--- src/rtl/fifo_write_arbiter_if.sv ---
// Bundle of producer request/data/ack lines plus the FIFO write-side signals.
// The slave modport is the arbiter's view. The master modport is the view of the
// producers and FIFO that surround it.
interface fifo_write_arbiter_if #(
  parameter int NUM_REQ   = 2,
  parameter int WIDTH     = 8,
  parameter int CNT_WIDTH = 16
);
  logic [NUM_REQ-1:0]       req_i;
  logic [NUM_REQ*WIDTH-1:0] data_i;
  logic [NUM_REQ-1:0]       ack_o;
  logic                     fifo_wr_en_o;
  logic [WIDTH-1:0]         fifo_write_data_o;
  logic                     fifo_full_i;
  logic [CNT_WIDTH-1:0]     drop_count_o;
  logic                     drop_clear_i;

  modport slave (
    input  req_i, data_i, fifo_full_i, drop_clear_i,
    output ack_o, fifo_wr_en_o, fifo_write_data_o, drop_count_o
  );

  modport master (
    output req_i, data_i, fifo_full_i, drop_clear_i,
    input  ack_o, fifo_wr_en_o, fifo_write_data_o, drop_count_o
  );
endinterface

--- src/rtl/fifo_write_arbiter.sv ---
// Round-robin arbiter sharing the sample FIFO's single write port among
// NUM_REQ producers. A grant costs one IDLE cycle plus one ISSUE cycle, so the
// port accepts at most one word every two cycles. FIFO-full is either
// back-pressured or, with DROP_ON_FULL, acknowledged and counted as a drop.
module fifo_write_arbiter #(
  parameter int NUM_REQ      = 2,
  parameter int WIDTH        = 8,
  parameter int DROP_ON_FULL = 0,
  parameter int CNT_WIDTH    = 16
) (
  input logic                clk,
  input logic                rst_n,
  fifo_write_arbiter_if.slave arb_bus
);

  localparam int PTR_W = (NUM_REQ > 1) ? $clog2(NUM_REQ) : 1;
  localparam int SUM_W = PTR_W + 1;
  localparam logic [PTR_W-1:0] LAST_IDX  = PTR_W'(NUM_REQ - 1);
  localparam logic [SUM_W-1:0] NUM_REQ_W = SUM_W'(NUM_REQ);

  typedef enum logic {
    IDLE  = 1'b0,
    ISSUE = 1'b1
  } state_t;

  state_t               state_q, state_d;
  logic [PTR_W-1:0]     rrPtr_q, rrPtr_d;
  logic [NUM_REQ-1:0]   ack_q, ack_d;
  logic                 wrEn_q, wrEn_d;
  logic [WIDTH-1:0]     wrData_q, wrData_d;
  logic [CNT_WIDTH-1:0] dropCount_q, dropCount_d;

  logic [WIDTH-1:0]     dataWord [NUM_REQ];
  logic [SUM_W-1:0]     candSum;
  logic                 winnerFound;
  logic [PTR_W-1:0]     winnerIdx;
  logic [PTR_W-1:0]     nextPtr;
  logic [CNT_WIDTH-1:0] dropBase;

  for (genvar k = 0; k < NUM_REQ; k++) begin : gUnpack
    assign dataWord[k] = arb_bus.data_i[k*WIDTH +: WIDTH];
  end

  // Search for the first active request at or after rrPtr, wrapping modulo NUM_REQ.
  always_comb begin
    winnerFound = 1'b0;
    winnerIdx   = '0;
    candSum     = '0;
    for (int i = 0; i < NUM_REQ; i++) begin
      candSum = {1'b0, rrPtr_q} + SUM_W'(i);
      if (candSum >= NUM_REQ_W) begin
        candSum = candSum - NUM_REQ_W;
      end
      if (!winnerFound && arb_bus.req_i[candSum[PTR_W-1:0]]) begin
        winnerFound = 1'b1;
        winnerIdx   = candSum[PTR_W-1:0];
      end
    end
  end

  assign nextPtr = (winnerIdx == LAST_IDX) ? '0 : winnerIdx + PTR_W'(1);

  // Next-state logic. A clear request always zeroes the hold value first, so a
  // drop in the same cycle counts from zero.
  always_comb begin
    state_d     = state_q;
    rrPtr_d     = rrPtr_q;
    ack_d       = '0;
    wrEn_d      = 1'b0;
    wrData_d    = wrData_q;
    dropBase    = arb_bus.drop_clear_i ? '0 : dropCount_q;
    dropCount_d = dropBase;
    case (state_q)
      IDLE: begin
        if (winnerFound) begin
          if (!arb_bus.fifo_full_i) begin
            state_d           = ISSUE;
            wrEn_d            = 1'b1;
            wrData_d          = dataWord[winnerIdx];
            ack_d[winnerIdx]  = 1'b1;
            rrPtr_d           = nextPtr;
          end else if (DROP_ON_FULL != 0) begin
            state_d          = ISSUE;
            ack_d[winnerIdx] = 1'b1;
            rrPtr_d          = nextPtr;
            if (dropBase != '1) begin
              dropCount_d = dropBase + CNT_WIDTH'(1);
            end
          end
        end
      end
      ISSUE: begin
        state_d = IDLE;
      end
      default: begin
        state_d = IDLE;
      end
    endcase
  end

  // State and output registers. Reset during ISSUE drops the pending ack and write.
  always_ff @(posedge clk) begin
    if (!rst_n) begin
      state_q     <= IDLE;
      rrPtr_q     <= '0;
      ack_q       <= '0;
      wrEn_q      <= 1'b0;
      wrData_q    <= '0;
      dropCount_q <= '0;
    end else begin
      state_q     <= state_d;
      rrPtr_q     <= rrPtr_d;
      ack_q       <= ack_d;
      wrEn_q      <= wrEn_d;
      wrData_q    <= wrData_d;
      dropCount_q <= dropCount_d;
    end
  end

  assign arb_bus.ack_o             = ack_q;
  assign arb_bus.fifo_wr_en_o      = wrEn_q;
  assign arb_bus.fifo_write_data_o = wrData_q;
  assign arb_bus.drop_count_o      = dropCount_q;

endmodule

--- src/flat_wrapper.sv ---
// flat-port wrapper written by rule: the top's interface ports become plain ports
module fifo_write_arbiter_flat 
#(
  parameter int NUM_REQ      = 2,
  parameter int WIDTH        = 8,
  parameter int DROP_ON_FULL = 0,
  parameter int CNT_WIDTH    = 16
)
  (clk, rst_n, arb_bus_req_i, arb_bus_data_i, arb_bus_fifo_full_i, arb_bus_drop_clear_i, arb_bus_ack_o, arb_bus_fifo_wr_en_o, arb_bus_fifo_write_data_o, arb_bus_drop_count_o);
  fifo_write_arbiter_if #(.NUM_REQ(NUM_REQ), .WIDTH(WIDTH), .CNT_WIDTH(CNT_WIDTH)) arb_bus_i ();
  input logic clk;
  input logic rst_n;
  input wire logic [$bits(arb_bus_i.req_i)-1:0] arb_bus_req_i;
  input wire logic [$bits(arb_bus_i.data_i)-1:0] arb_bus_data_i;
  input wire logic [$bits(arb_bus_i.fifo_full_i)-1:0] arb_bus_fifo_full_i;
  input wire logic [$bits(arb_bus_i.drop_clear_i)-1:0] arb_bus_drop_clear_i;
  output wire logic [$bits(arb_bus_i.ack_o)-1:0] arb_bus_ack_o;
  output wire logic [$bits(arb_bus_i.fifo_wr_en_o)-1:0] arb_bus_fifo_wr_en_o;
  output wire logic [$bits(arb_bus_i.fifo_write_data_o)-1:0] arb_bus_fifo_write_data_o;
  output wire logic [$bits(arb_bus_i.drop_count_o)-1:0] arb_bus_drop_count_o;
  assign arb_bus_i.req_i = arb_bus_req_i;
  assign arb_bus_i.data_i = arb_bus_data_i;
  assign arb_bus_i.fifo_full_i = arb_bus_fifo_full_i;
  assign arb_bus_i.drop_clear_i = arb_bus_drop_clear_i;
  assign arb_bus_ack_o = arb_bus_i.ack_o;
  assign arb_bus_fifo_wr_en_o = arb_bus_i.fifo_wr_en_o;
  assign arb_bus_fifo_write_data_o = arb_bus_i.fifo_write_data_o;
  assign arb_bus_drop_count_o = arb_bus_i.drop_count_o;
  fifo_write_arbiter #(.NUM_REQ(NUM_REQ), .WIDTH(WIDTH), .DROP_ON_FULL(DROP_ON_FULL), .CNT_WIDTH(CNT_WIDTH)) u_core (.clk(clk), .rst_n(rst_n), .arb_bus(arb_bus_i));
endmodule
--- config.mk ---
export PLATFORM = sky130hd
export DESIGN_NAME = fifo_write_arbiter_flat
export DESIGN_NICKNAME = d
export VERILOG_FILES = /design/src/rtl/fifo_write_arbiter_if.sv /design/src/rtl/fifo_write_arbiter.sv /design/src/flat_wrapper.sv
export SDC_FILE = /design/constraint.sdc
export NUM_CORES = 1
export LEC_CHECK = 0
export CAP_MARGIN = 20
export CORE_UTILIZATION = 28
export DETAILED_ROUTE_END_ITERATION = 7
export DONT_BUFFER_PORTS = 1
export HOLD_SLACK_MARGIN = 0.06
export PLACE_DENSITY = 0.44
export SKIP_LAST_GASP = 1
export SLEW_MARGIN = 20
export SYNTH_ARGS = -nofsm -noshare
export SYNTH_HDL_FRONTEND = slang
export SYNTH_SLANG_ARGS = --single-unit
--- constraint.sdc ---
create_clock -name clk -period 2.6 [get_ports clk]
set_input_delay 0.65 -clock clk [delete_from_list [all_inputs] [get_ports clk]]
set_output_delay 0.65 -clock clk [all_outputs]
set_load 0.05 [all_outputs]
==> key figures <==
Pwr
  • Logic pwr share: 16.2%
  • Clk pwr share: 31.0%
  • Peak VDD IR: 0.2936 mV
  • Leak: 0.3037 nW
  • Sequential fraction of design power: 52.8%
  • Total power draw: 0.0004563 W
  • Internal cell power: 0.0002918 W
  • Switching share of total power: 36.05%
  • Switching Power: 0.0001645 W
  • Power Dens Cells: 823.2 nW/um2

Logic synthesis
  • Largest cells by area after synthesis: dfxtp_1, buf_4, a222oi_1
  • Post-synth top flop: dfxtp_1
  • Asr flop ratio synth: 0%
  • FF+latch count, synth: 12
  • Synth unique cells: 16
  • Yosys Warn Count: 0
  • Seq/Total Area, Yosys: 42.38%
  • Syn Area/Cell: 9.447 um2
  • Syn Inst Count: 60
  • Post-synth EDFFs: 0
  • Synth top area share: 42.38%
  • Top cell type by total area after synthesis: dfxtp_1
  • Netlist area before placement: 566.8 um2

CTS
  • Root buf cell: clkbuf_4
  • H-tree lvl count: 1
  • Setup Buffers After CTS: 0
  • Worst skew pair latency: 0.26 ns
  • TritonCTS buffer count: 3
  • Maximum root-to-sink buffer count: 2
  • CTS tree: built
  • Clk slew on worst S/H paths: 0.07 ns
  • Hold_buf cts: 0
  • Clk sinks: 12
  • Post-CTS Resized: 0

STA
  • Worst Max-Slew Pin Slew: 0.5316 ns
  • Post-route minimum period: 1.614 ns
  • Crit share post-route: 62.07%
  • Hold_ws: 0.5023 ns
  • Achievable clock frequency: 619.6 MHz
  • Fin. max-slew vios: 0
  • Final critical-path setup slack: 0.9862 ns
  • Slew HR: 64.51%
  • Setup Skew: 0.001719 ns
  • Final hold vios: 0
  • RSZ-0062 raised after global routing: false
  • Setup_tns: 0 ns
  • # setup viols final: 0

Worst setup path
  • Worst-path fanout max: 8
  • Worst setup SP type: flop
  • Worst path required time: 2.75 ns
  • Critical path class: flop to flop
  • Crit. End Element: flop
  • CP arrival: 1.77 ns

Detailed routing
  • Final wirelength: 942 um
  • Avg WL per Cell: 10.95 um
  • Vias/cell: 4.419
  • Vias: 380
  • Post-route DRC violation count: 0
  • Pre-Repair DR Iteration Count: 4
  • Drt initial violations: 12
  • Antenna-violating nets left: 0

GRT
  • Largest net degree at the start of global routing: 10
  • Vias in the first global route: 279
  • Overall routing resource usage: 9.192%
  • Grt ovf: 0
  • Global-route wire length before repair: 1.262 mm
  • Initial antenna violation count: 0

Min path
  • Hold Path Class: primary input to flop

Finish
  • Ant diodes: 0
  • Final net count: 84
  • Area Growth Syn to Fin: -2.208%
  • Footprint of the multi-input gates: 216.5 um2
  • Most frequent cells in the layout: conb_1, dfxtp_1, inv_1, a222oi_1, o21ai_0
  • Reg area: 240.2 um2
  • Fill cells: 214
  • Commonest non-fill, non-tap cell in the layout: conb_1
  • Share of post-route cells with drive strength above 1: 8.197%

Floorplanning
  • Die X: 46.99 um
  • I/O pins: 49
  • Core area: 1802 um2
  • Die Y: 46.99 um
  • Starting Density: 31.46%
  • # rows: 15
  • Die outline area: 2208 um2

Placement
  • Dpl ws: 0.9602 ns
  • Final weighted congestion in routability-driven placement: 0.6090
  • HPWL after DPL: 730 um
  • Buffers on Ports: 0

Job
  • Max-cap violations: 0

Outcome
  • Outcome: completed
==> cell usage after synthesis (2+ instances only) <==
cell,number
buf_4,16
dfxtp_1,12
inv_1,8
a222oi_1,6
o21ai_0,4
nand2_1,3
mux2i_1,2
==> stage by stage <==
step / utilization, % / std cells / instance area (um2)
after floorplan: - / 75 / 623.1
after CTS: 30.76 / 86 / 554.3
after global placement: 28.75 / 82 / 518.0
after global routing: 30.76 / 86 / 554.3
after detailed placement: 28.75 / 82 / 518.0
final: 30.76 / 86 / 554.3
==> power groups by stage <==
stage	Clock [W]	Combinational (W)	Sequential [W]
after global placement	0	0.0000735	0.000245
after floorplan	0	0.0000914	0.000243
after global routing	0.000161	0.0000796	0.000243
final	0.000142	0.0000737	0.000241
after detailed placement	0	0.0000744	0.000245
after CTS	0.000153	0.0000741	0.000241
==> state kept, by name, summed over array words and instances, names as in the netlist <==
register                          count
u_core.arb_bus.fifo_write_data_o      8
u_core.arb_bus.ack_o                  2
u_core.rrPtr_q                        1
u_core.state_q                        1
==> worst paths after layout <==
path	from	endpoint	slack, ns	depth (start not counted)
worst max register to register	u_core.state_q	u_core.arb_bus.fifo_write_data_o[1]	0.99	4
worst min-delay path	arb_bus_data_i[15]	u_core.arb_bus.fifo_write_data_o[7]	0.50	2
worst min register to register	u_core.rrPtr_q	u_core.rrPtr_q	0.51	1
worst max-delay path	u_core.state_q	u_core.arb_bus.fifo_write_data_o[1]	0.99	4
==> cell type report <==
class / count / share of cell area (%)
multi-input combinational: 37 / 39.05
sequential: 12 / 43.34
tap: 25 / 5.643
inverter: 8 / 5.418
clock buffer: 4 / 6.546
==> worst max-delay path, stage by stage, from the launching register on <==
cell and delay (ns):
dfxtp_1 0.66, nor3b_1 0.16, and3_1 0.30, a222oi_1 0.32, inv_1 0.06
==> layer usage <==
layer	part of all wire [%]	wire (um)	track usage, %
met5	0	0	0
met4	0.74	7	3.429
met3	17	156	7.692
met2	44	410	13.61
met1	39	367	9.602
==> cell families (layout without fill, tap and decap cells) <==
group	Yosys count	count (layout)	share of synthesized area (%)
AO/OA/AOI/OAI	13	13	18.99
buffers and inverters	26	12	29.36
flip-flops	12	12	42.38
multiplexers	2	2	3.532
other	1	16	0.6616
AND/OR/NAND/NOR	6	6	5.078
No activity file was read; power rests on OpenSTA's default activity.
